## config.mk

```make
export PLATFORM = sky130hd
export DESIGN_NAME = sweep_acq_sequencer
export DESIGN_NICKNAME = d
export VERILOG_FILES = /design/src/rtl/sweep_acq_sequencer.sv
export SDC_FILE = /design/constraint.sdc
export NUM_CORES = 1
export LEC_CHECK = 0
export ABC_AREA = 1
export CORE_MARGIN = 4
export CORE_UTILIZATION = 40
export DETAILED_ROUTE_END_ITERATION = 10
export PLACE_DENSITY = 0.67
export SETUP_SLACK_MARGIN = 0.3
export SLEW_MARGIN = 25
export SYNTH_ARGS = -nofsm -noshare
export SYNTH_HDL_FRONTEND = slang
export SYNTH_SLANG_ARGS = --single-unit
```

## constraint.sdc

```tcl
create_clock -name Clk -period 3.7 [get_ports Clk]
set_clock_uncertainty 0.1 [all_clocks]
set_input_delay 0.555 -clock Clk [delete_from_list [all_inputs] [get_ports Clk]]
set_output_delay 0.555 -clock Clk [all_outputs]
set_load 0.005 [all_outputs]
```

## src/rtl/sweep_acq_sequencer.sv

```systemverilog
// Sweeps a DAC code from StartDac towards EndDac, loads each point into slow control,
// emits a header word, acquires a set number of packages and drains the acquisition FIFO.
module sweep_acq_sequencer #(
   parameter int DAC_WIDTH  = 10,
   parameter int CNT_WIDTH  = 16,
   parameter int DATA_WIDTH = 16,
   parameter logic [DATA_WIDTH-DAC_WIDTH-1:0] HEADER_TAG = 6'h38
) (
   input  logic                  Clk,
   input  logic                  reset_n,
   input  logic                  SweepStart,
   input  logic                  SweepStop,
   input  logic [1:0]            DacSelect,
   input  logic [DAC_WIDTH-1:0]  StartDac,
   input  logic [DAC_WIDTH-1:0]  EndDac,
   input  logic [DAC_WIDTH-1:0]  DacStep,
   input  logic [CNT_WIDTH-1:0]  MaxPackageNumber,
   input  logic                  ParallelData_en,
   input  logic                  MicrorocConfigDone,
   input  logic [DATA_WIDTH-1:0] SweepAcqFifoData,
   input  logic                  SweepAcqFifoEmpty,
   output logic [DAC_WIDTH-1:0]  OutDac0,
   output logic [DAC_WIDTH-1:0]  OutDac1,
   output logic [DAC_WIDTH-1:0]  OutDac2,
   output logic                  LoadScParameter,
   output logic                  SingleAcqStart,
   output logic                  SweepAcqFifoData_rden,
   output logic [DATA_WIDTH-1:0] SweepAcqData,
   output logic                  SweepAcqData_en,
   output logic                  OneDacDone,
   output logic                  AcqDone,
   output logic                  Busy
);

   typedef enum logic [2:0] {IDLE, LOAD, WAIT_CFG, HEADER, ACQ, DRAIN, NEXT, DONE} state_t;

   state_t               r_state, w_state_nxt;
   logic [DAC_WIDTH-1:0] r_code, r_end, r_step;
   logic [DAC_WIDTH-1:0] r_dac0, r_dac1, r_dac2;
   logic [1:0]           r_sel;
   logic [CNT_WIDTH-1:0] r_max, r_cnt;
   logic                 r_up, r_stopped, r_rd_pend;

   logic [DAC_WIDTH:0]   w_next_code;
   logic                 w_sweep_end, w_stop_hit, w_pkt_last, w_rden, w_load_en;
   logic [DAC_WIDTH-1:0] w_load_code;
   logic [1:0]           w_load_sel;

   // One extra bit catches both overflow past the top code and borrow below zero
   always_comb begin
      w_next_code = r_up ? ({1'b0, r_code} + {1'b0, r_step})
                         : ({1'b0, r_code} - {1'b0, r_step});
      if (w_next_code[DAC_WIDTH])
         w_sweep_end = 1'b1;
      else if (r_up)
         w_sweep_end = (w_next_code[DAC_WIDTH-1:0] > r_end);
      else
         w_sweep_end = (w_next_code[DAC_WIDTH-1:0] < r_end);
   end

   always_comb begin
      w_stop_hit = SweepStop && (r_state == LOAD || r_state == WAIT_CFG ||
                                 r_state == HEADER || r_state == ACQ);
      w_pkt_last = ParallelData_en && ((r_cnt + CNT_WIDTH'(1)) == r_max);
      w_rden     = (r_state == ACQ || r_state == DRAIN) && !SweepAcqFifoEmpty;
   end

   always_comb begin
      w_state_nxt = r_state;
      case (r_state)
         IDLE:     if (SweepStart) w_state_nxt = LOAD;
         LOAD:     w_state_nxt = w_stop_hit ? DRAIN : WAIT_CFG;
         WAIT_CFG: if (w_stop_hit) w_state_nxt = DRAIN;
                   else if (MicrorocConfigDone) w_state_nxt = HEADER;
         HEADER:   w_state_nxt = w_stop_hit ? DRAIN : ACQ;
         ACQ:      if (w_stop_hit || w_pkt_last) w_state_nxt = DRAIN;
         DRAIN:    if (SweepAcqFifoEmpty && !r_rd_pend)
                      w_state_nxt = r_stopped ? DONE : NEXT;
         NEXT:     w_state_nxt = w_sweep_end ? DONE : LOAD;
         DONE:     w_state_nxt = IDLE;
         default:  w_state_nxt = IDLE;
      endcase
   end

   // DAC registers update on entry to LOAD so the code is stable while the load is requested
   always_comb begin
      w_load_en   = (w_state_nxt == LOAD);
      w_load_code = (r_state == IDLE) ? StartDac : w_next_code[DAC_WIDTH-1:0];
      w_load_sel  = (r_state == IDLE) ? DacSelect : r_sel;
   end

   always_ff @(posedge Clk or negedge reset_n) begin
      if (!reset_n) begin
         r_state   <= IDLE;
         r_code    <= '0;
         r_end     <= '0;
         r_step    <= '0;
         r_sel     <= '0;
         r_max     <= '0;
         r_cnt     <= '0;
         r_up      <= 1'b0;
         r_stopped <= 1'b0;
         r_rd_pend <= 1'b0;
         r_dac0    <= '0;
         r_dac1    <= '0;
         r_dac2    <= '0;
      end else begin
         r_state   <= w_state_nxt;
         r_rd_pend <= w_rden;
         if (r_state == IDLE && SweepStart) begin
            r_code    <= StartDac;
            r_end     <= EndDac;
            r_step    <= (DacStep == '0) ? DAC_WIDTH'(1) : DacStep;
            r_sel     <= DacSelect;
            r_max     <= (MaxPackageNumber == '0) ? CNT_WIDTH'(1) : MaxPackageNumber;
            r_up      <= (StartDac <= EndDac);
            r_stopped <= 1'b0;
         end
         if (r_state == NEXT && !w_sweep_end)
            r_code <= w_next_code[DAC_WIDTH-1:0];
         if (r_state == LOAD)
            r_cnt <= '0;
         else if (r_state == ACQ && ParallelData_en && !SweepStop)
            r_cnt <= r_cnt + CNT_WIDTH'(1);
         if (w_stop_hit)
            r_stopped <= 1'b1;
         if (w_load_en) begin
            if (w_load_sel == 2'd0 || w_load_sel == 2'd3) r_dac0 <= w_load_code;
            if (w_load_sel == 2'd1 || w_load_sel == 2'd3) r_dac1 <= w_load_code;
            if (w_load_sel == 2'd2 || w_load_sel == 2'd3) r_dac2 <= w_load_code;
         end
      end
   end

   // Reads only happen in ACQ/DRAIN, so a pending FIFO word never overlaps the header
   always_comb begin
      if (r_state == HEADER)
         SweepAcqData = {HEADER_TAG, r_code};
      else if (r_rd_pend)
         SweepAcqData = SweepAcqFifoData;
      else
         SweepAcqData = '0;
   end

   assign SweepAcqData_en       = (r_state == HEADER) || r_rd_pend;
   assign SweepAcqFifoData_rden = w_rden;
   assign LoadScParameter       = (r_state == LOAD);
   assign SingleAcqStart        = (r_state == ACQ);
   assign OneDacDone            = (r_state == NEXT);
   assign AcqDone               = (r_state == DONE);
   assign Busy                  = (r_state != IDLE);
   assign OutDac0               = r_dac0;
   assign OutDac1               = r_dac1;
   assign OutDac2               = r_dac2;

endmodule

```

# After elaboration in Yosys (flattened, before gate mapping)
# Cells that the tools add are included.
# classes
n_reduce_logical,32
n_eq_ne,12
n_mux,25
n_lt_le_gt_ge,3
addsub,3
# ops
operator,count
16-bit 2-to-1 mux,5
10-bit 2-to-1 mux,4
3-bit case mux with 8 select lines,1
3-bit 2-to-1 mux,7
16-bit by 1-bit adder with 16-bit output (second input constant),1
16-bit equality test,1
16-bit zero test,1
3-bit equality test (second input constant),4
10-bit by 10-bit adder with 11-bit output,1
11-bit 2-to-1 mux,1
10-bit by 10-bit subtractor with 11-bit output,1
10-bit greater-than comparator,1
10-bit less-or-equal comparator,1
10-bit zero test,1
10-bit less-than comparator,1
1-bit logical OR,9
1-bit logical AND,8
3-bit by 1-bit equality test with 1-bit output (second input constant),2
3-bit by 2-bit equality test with 1-bit output (second input constant),2
1-bit 2-to-1 mux,6
2-bit AND reduction,3
2-bit nonzero test,3
2-bit equality test (second input constant),2
1-bit zero test,4
other kinds (5),5
# word_totals
output_inout_bits,53
word_cells,88
input_bits,71
regBits,100

# Longest topological paths before layout
# depth
word_depth,10
depth_mapped,27
mapped_depth_nobuf,26

# Least setup slack after synthesis
# Ideal clock, no wire load.
# synth_timing
path_kind,reg2reg
startpoint,register r_step[2]
endpoint,"register r_dac0[7], in the netlist OutDac0[7]"
n_path_buf,1
path_stages_with_launch,27
path_slack_ps,-325
t_required_ps,3483
synth_period_minus_slack_ps,4025
arrival_time_ps,3807
setup_time_ps,117
path_cell_list,dfrtp_1 nor3_1 nor3b_1 inv_1 nor3_1 nor2_1 xor2_1 ha_1 inv_2 nor3_1 o21ai_0 nand4_1 xor2_1 inv_1 ha_1 nand2_1 nor2_1 nand2_1 o211ai_1 nand2_1 o21ai_0 nand3_2 nand2_4 buf_12 nand2_4 nand2_1 nand2_1
# synth_between
elab_chain_len,9
word_cells_on_any_way,12
cone_classes,add/sub: 2; order compare: 2; eq/ne: 1; mux: 6; reduce/logical: 1
# synth_rtl
element,line_no,rtl
start: declaration,38,"logic [DAC_WIDTH-1:0] r_code, r_end, r_step;"
start signal: assignment,113,r_step <= (DacStep == '0) ? DAC_WIDTH'(1) : DacStep;
10-bit by 10-bit subtractor with 11-bit output or 10-bit by 10-bit adder with 11-bit output (tied branches),"52, 51",
11-bit 2-to-1 mux (*),51,"w_next_code = r_up ? ({1'b0, r_code} + {1'b0, r_step})"
10-bit less-than comparator or 10-bit greater-than comparator (tied branches),"58, 56",
1-bit 2-to-1 mux,55,else if (r_up)
1-bit 2-to-1 mux,53,if (w_next_code[DAC_WIDTH])
3-bit 2-to-1 mux,79,NEXT: w_state_nxt = w_sweep_end ? DONE : LOAD;
3-bit case mux with 8 select lines,70,case (r_state)
3-bit by 1-bit equality test with 1-bit output,87,w_load_en = (w_state_nxt == LOAD);
2-bit AND reduction (no source line),n/a,
end signal: assignment,128,if (w_load_sel == 2'd0 || w_load_sel == 2'd3) r_dac0 <= w_load_code;
end: declaration,39,"logic [DAC_WIDTH-1:0] r_dac0, r_dac1, r_dac2;"
# Mark *: on every way between the ends. The rest lies on a longest branch, timed or not.
# A chain may end at the register's enable or synchronous reset.

# Final worst setup path
# layout_timing
startpoint,register r_step[0]
endpoint,"register r_dac1[7], in the netlist OutDac1[7]"
# layout_between
elab_chain_len,9
word_cells_on_any_way,12
cone_classes,add/sub: 2; order compare: 2; eq/ne: 1; mux: 6; reduce/logical: 1
# layout_rtl
element,line_no,rtl
10-bit by 10-bit subtractor with 11-bit output or 10-bit by 10-bit adder with 11-bit output (tied branches),"52, 51",
11-bit 2-to-1 mux (*),51,
10-bit less-than comparator or 10-bit greater-than comparator (tied branches),"58, 56",
1-bit 2-to-1 mux,55,
1-bit 2-to-1 mux,53,
3-bit 2-to-1 mux,79,
3-bit case mux with 8 select lines,70,
3-bit by 1-bit equality test with 1-bit output,87,
2-bit AND reduction (no source line),n/a,
end signal: assignment,129,if (w_load_sel == 2'd1 || w_load_sel == 2'd3) r_dac1 <= w_load_code;
end: declaration,39,
# Marks and branches as above.

==> impl_metrics.py <==
metrics = {
    "grt": {
        "first_global_vias": 6170,
        "grt_pass1_wl_um": 30500,
        "grt_use_total": 0.211,
        "grt_max_degree": 56,
        "gr-total-overflow": 0,
        "antenna_found_initial": 0,
    },
    "floorplanning": {
        "initial_core_util": 0.412,
        "die_h_um": 134,
        "rows": 45,
        "pin_count": 124,
        "fp.dieArea_mm2": 0.0179,
        "die_width_um": 134,
        "fp.coreArea_mm2": 0.0154,
    },
    "placed_design": {
        "placed_cell_area_mm2": 0.00827,
        "io_buffers": 123,
        "gp_congestion": 0.988,
        "dpl.hpwl_um": 14200,
        "numPlacedInstances": 1255,
    },
    "routing": {
        "vias": 6336,
        "drc": 0,
        "dr.pass1.iters": 5,
        "drt-total-wl_um": 18800,
        "antenna_left": 0,
        "post_drt_wl_per_cell_um": 14.6,
        "drtIter0Drc": 417,
        "via_per_inst": 4.92,
    },
    "clocking": {
        "cts_hold_buf": 0,
        "cts_root_buffer": "clkbuf_16",
        "clock_sinks": 100,
        "cts_buffer_depth": 2,
        "clk_pin_slew_worst_paths_ns": 0.07,
        "cts_tree": "built",
        "cts_max_level": 3,
        "clock_latency_ns": 0.36,
        "cts_buffers": 9,
    },
    "setup_path": {
        "r2r-start": "r_step[0]",
        "crit_type": "flop to flop",
        "cp-end-kind": "flop",
        "cp.required_ns": 3.84,
        "crit_buf_inv": 5,
        "slowest_stage": "dfrtp_1",
        "crit_top_cell": "nand2_1",
        "crit_path_start": "r_step[0]",
        "worstPathArrival_ns": 4.34,
        "setup.worst_path.start_class": "flop",
        "cpLargestDelayFamily": "compound AO/OA/AOI/OAI gates",
        "critPathMaxFanout": 8,
        "cp_slowest_stage_delay_ns": 0.43,
    },
    "logic_synthesis": {
        "synth-compound-area-share": 0.105,
        "synth_cell_types": 40,
        "synth-seq-area-share": 0.395,
        "syn_area_per_cell_um2": 7.25,
        "synthSimpleGateAreaFrac": 0.308,
        "ys_ff_latch": 100,
        "syn_inst": 874,
        "synth_xor_area_frac": 0.0347,
        "synth_top_family_by_area": "simple AND/OR/NAND/NOR gates",
        "netlist_area_mm2": 0.00634,
        "synthAdderAreaFrac": 0.0663,
        "synthMuxAreaShare": 0,
        "syn-num-nets": 978,
        "yosysWarnings": 0,
    },
    "sta": {
        "worst_slack_ns": -0.497,
        "rsz0062_at_grt": "yes",
        "fmax_ghz": 0.238,
        "maxSlewHeadroom": 0.501,
        "post-route-period-util": 1.13,
        "finalMaxSlewViolations": 0,
        "report.final.hold_viol_count": 0,
        "worst_slew_pin_slew_ns": 0.749,
        "finalCriticalPeriod_ns": 4.20,
        "setup_viol": 42,
    },
    "layout": {
        "final_common_cell": "nand2_1",
        "fin_area_mm2": 0.00897,
        "instances_no_fill": 1288,
        "nets": 1176,
        "antenna_cells": 0,
        "syn_to_final_growth_pct": 41.5,
        "finish.utilization": 0.583,
        "final_cell_mix": "nand2_1 (248), clkdlybuf4s50_1 (122), inv_1 (117)",
        "drive_gt1_frac": 0.150,
    },
    "power_and_ir_drop": {
        "netSwitchingFraction": 0.463,
        "ir_worst_vdd_mv": 0.647,
        "p_int_mw": 5.47,
        "power_frac_seq": 0.189,
        "power.leakage_nw": 4.37,
        "pwr-share-clk": 0.089,
        "p_per_area_mw_per_mm2": 1140,
        "power.switching_mw": 4.71,
        "p_comb_frac": 0.721,
    },
    "flow_run": {
        "cap_violations": 0,
    },
    "outcome": {
        "status": "complete, but fails checks",
        "violations": "setup timing",
    },
    "hold_path": {
        "min_path_type": "input pin to async pin",
    },
}
==> path summary, 6_finish.rpt <==
path	end	slack, ns	depth (start not counted)
setup / recovery	OutDac1[7]	-0.50	25
hold / removal	r_max[1]	0.16	1
min in group Clk	OutDac0[2]	0.38	2
hold reg to reg	OutDac0[2]	0.38	2
setup reg to reg	OutDac1[7]	-0.50	25
max in group asynchronous	r_end[9]	2.64	2
==> final cells by class <==
type / count / area, um^2
Fill cell: 1433 / 6400
Inverter: 121 / 454
Tap cell: 211 / 264
Sequential cell: 100 / 2500
Clock buffer: 10 / 229
Clock inverter: 6 / 47.5
Multi-Input combinational cell: 633 / 3530
Timing Repair Buffer: 207 / 1950
==> what timing repair did <==
item | CTS | global route
endpoints found under the setup margin | 42 | 42
buffers inserted | 9 | 5
gates resized for setup | 44 | 23
pin swaps | 9 | 12
cloned | 3 | 0
==> power by group through the flow <==
stage / logic (mW) / clock network [mW] / registers [mW]
3_5_place_dp: 6.18 / 0 / 1.91
6_report: 7.35 / 0.910 / 1.93
4_1_cts: 6.73 / 0.939 / 1.92
5_1_grt: 8.10 / 0.990 / 1.98
2_1_floorplan: 3.43 / 0 / 1.84
3_3_place_gp: 6.12 / 0 / 1.92
==> cell usage after synthesis (all sizes together) <==
master     n  area (um^2)
nand4     14         87.6
buf        9         77.6
o21ai     80          404
ha        32          400
clkbuf    13         48.8
o21a       2         15.0
a2111oi    1         8.76
nand2    272         1050
nand3     83          420
a2bb2oi    1         8.76
xnor3      2         45.0
nor4       5         31.3
nor2      62          243
o22ai     12         75.1
dfrtp    100         2500
xor2      18          158
o21bai     1         7.51
nor3       8         50.1
a31oi      1         6.26
or2        2         12.5
a21oi     17         85.1
o211ai     4         30.0
xnor2      2         17.5
nand3b     7         52.6
a21boi     2         15.0
inv      121          454
fa         1         20.0
a21o       1         7.51
nor3b      1         7.51
==> routing by layer <==
| layer | up-vias | GRT usage | share of wire |
|---|---|---|---|
| li1 | 3227 | - | - |
| met1 | 2954 | 0.272 | 0.45 |
| met2 | 137 | 0.361 | 0.50 |
| met3 | 18 | 0.0431 | 0.036 |
| met4 | 0 | 0.0577 | 0.015 |
| met5 | - | 0 | 0 |
==> logic make-up (layout without fill, tap and decap cells) <==
family                     Yosys count  count (layout)
AOI/OAI and AO/OA                  122             122
adders and majority gates           33              33
buffers and inverters              143             344
and+or+nand+nor                    454             456
xor gates and xnor gates            22              22
DFF                                100             100
==> through the flow <==
step	hold slack (ns)	TNS, ns	total power [mW]	setup slack (ns)
floorplan	0.159	-1.98	5.26	-0.0941
global placement	0.359	-10.73	8.03	-0.323
detailed placement	0.363	-18.16	8.09	-0.505
CTS	0.190	-15.28	9.59	-0.409
global route	0.213	-29.35	11.1	-0.742
finish	0.156	-18.76	10.2	-0.497
==> state kept, by name (all words and copies together) (netlist names) <==
| name | flops |
|---|---|
| r_cnt | 16 |
| r_max | 16 |
| OutDac0 | 10 |
| OutDac1 | 10 |
| OutDac2 | 10 |
| r_code | 10 |
| r_end | 10 |
| r_step | 10 |
| r_state | 3 |
| r_sel | 2 |
| r_rd_pend | 1 |
| r_stopped | 1 |
| r_up | 1 |
Power figures use the tool's default switching activity.
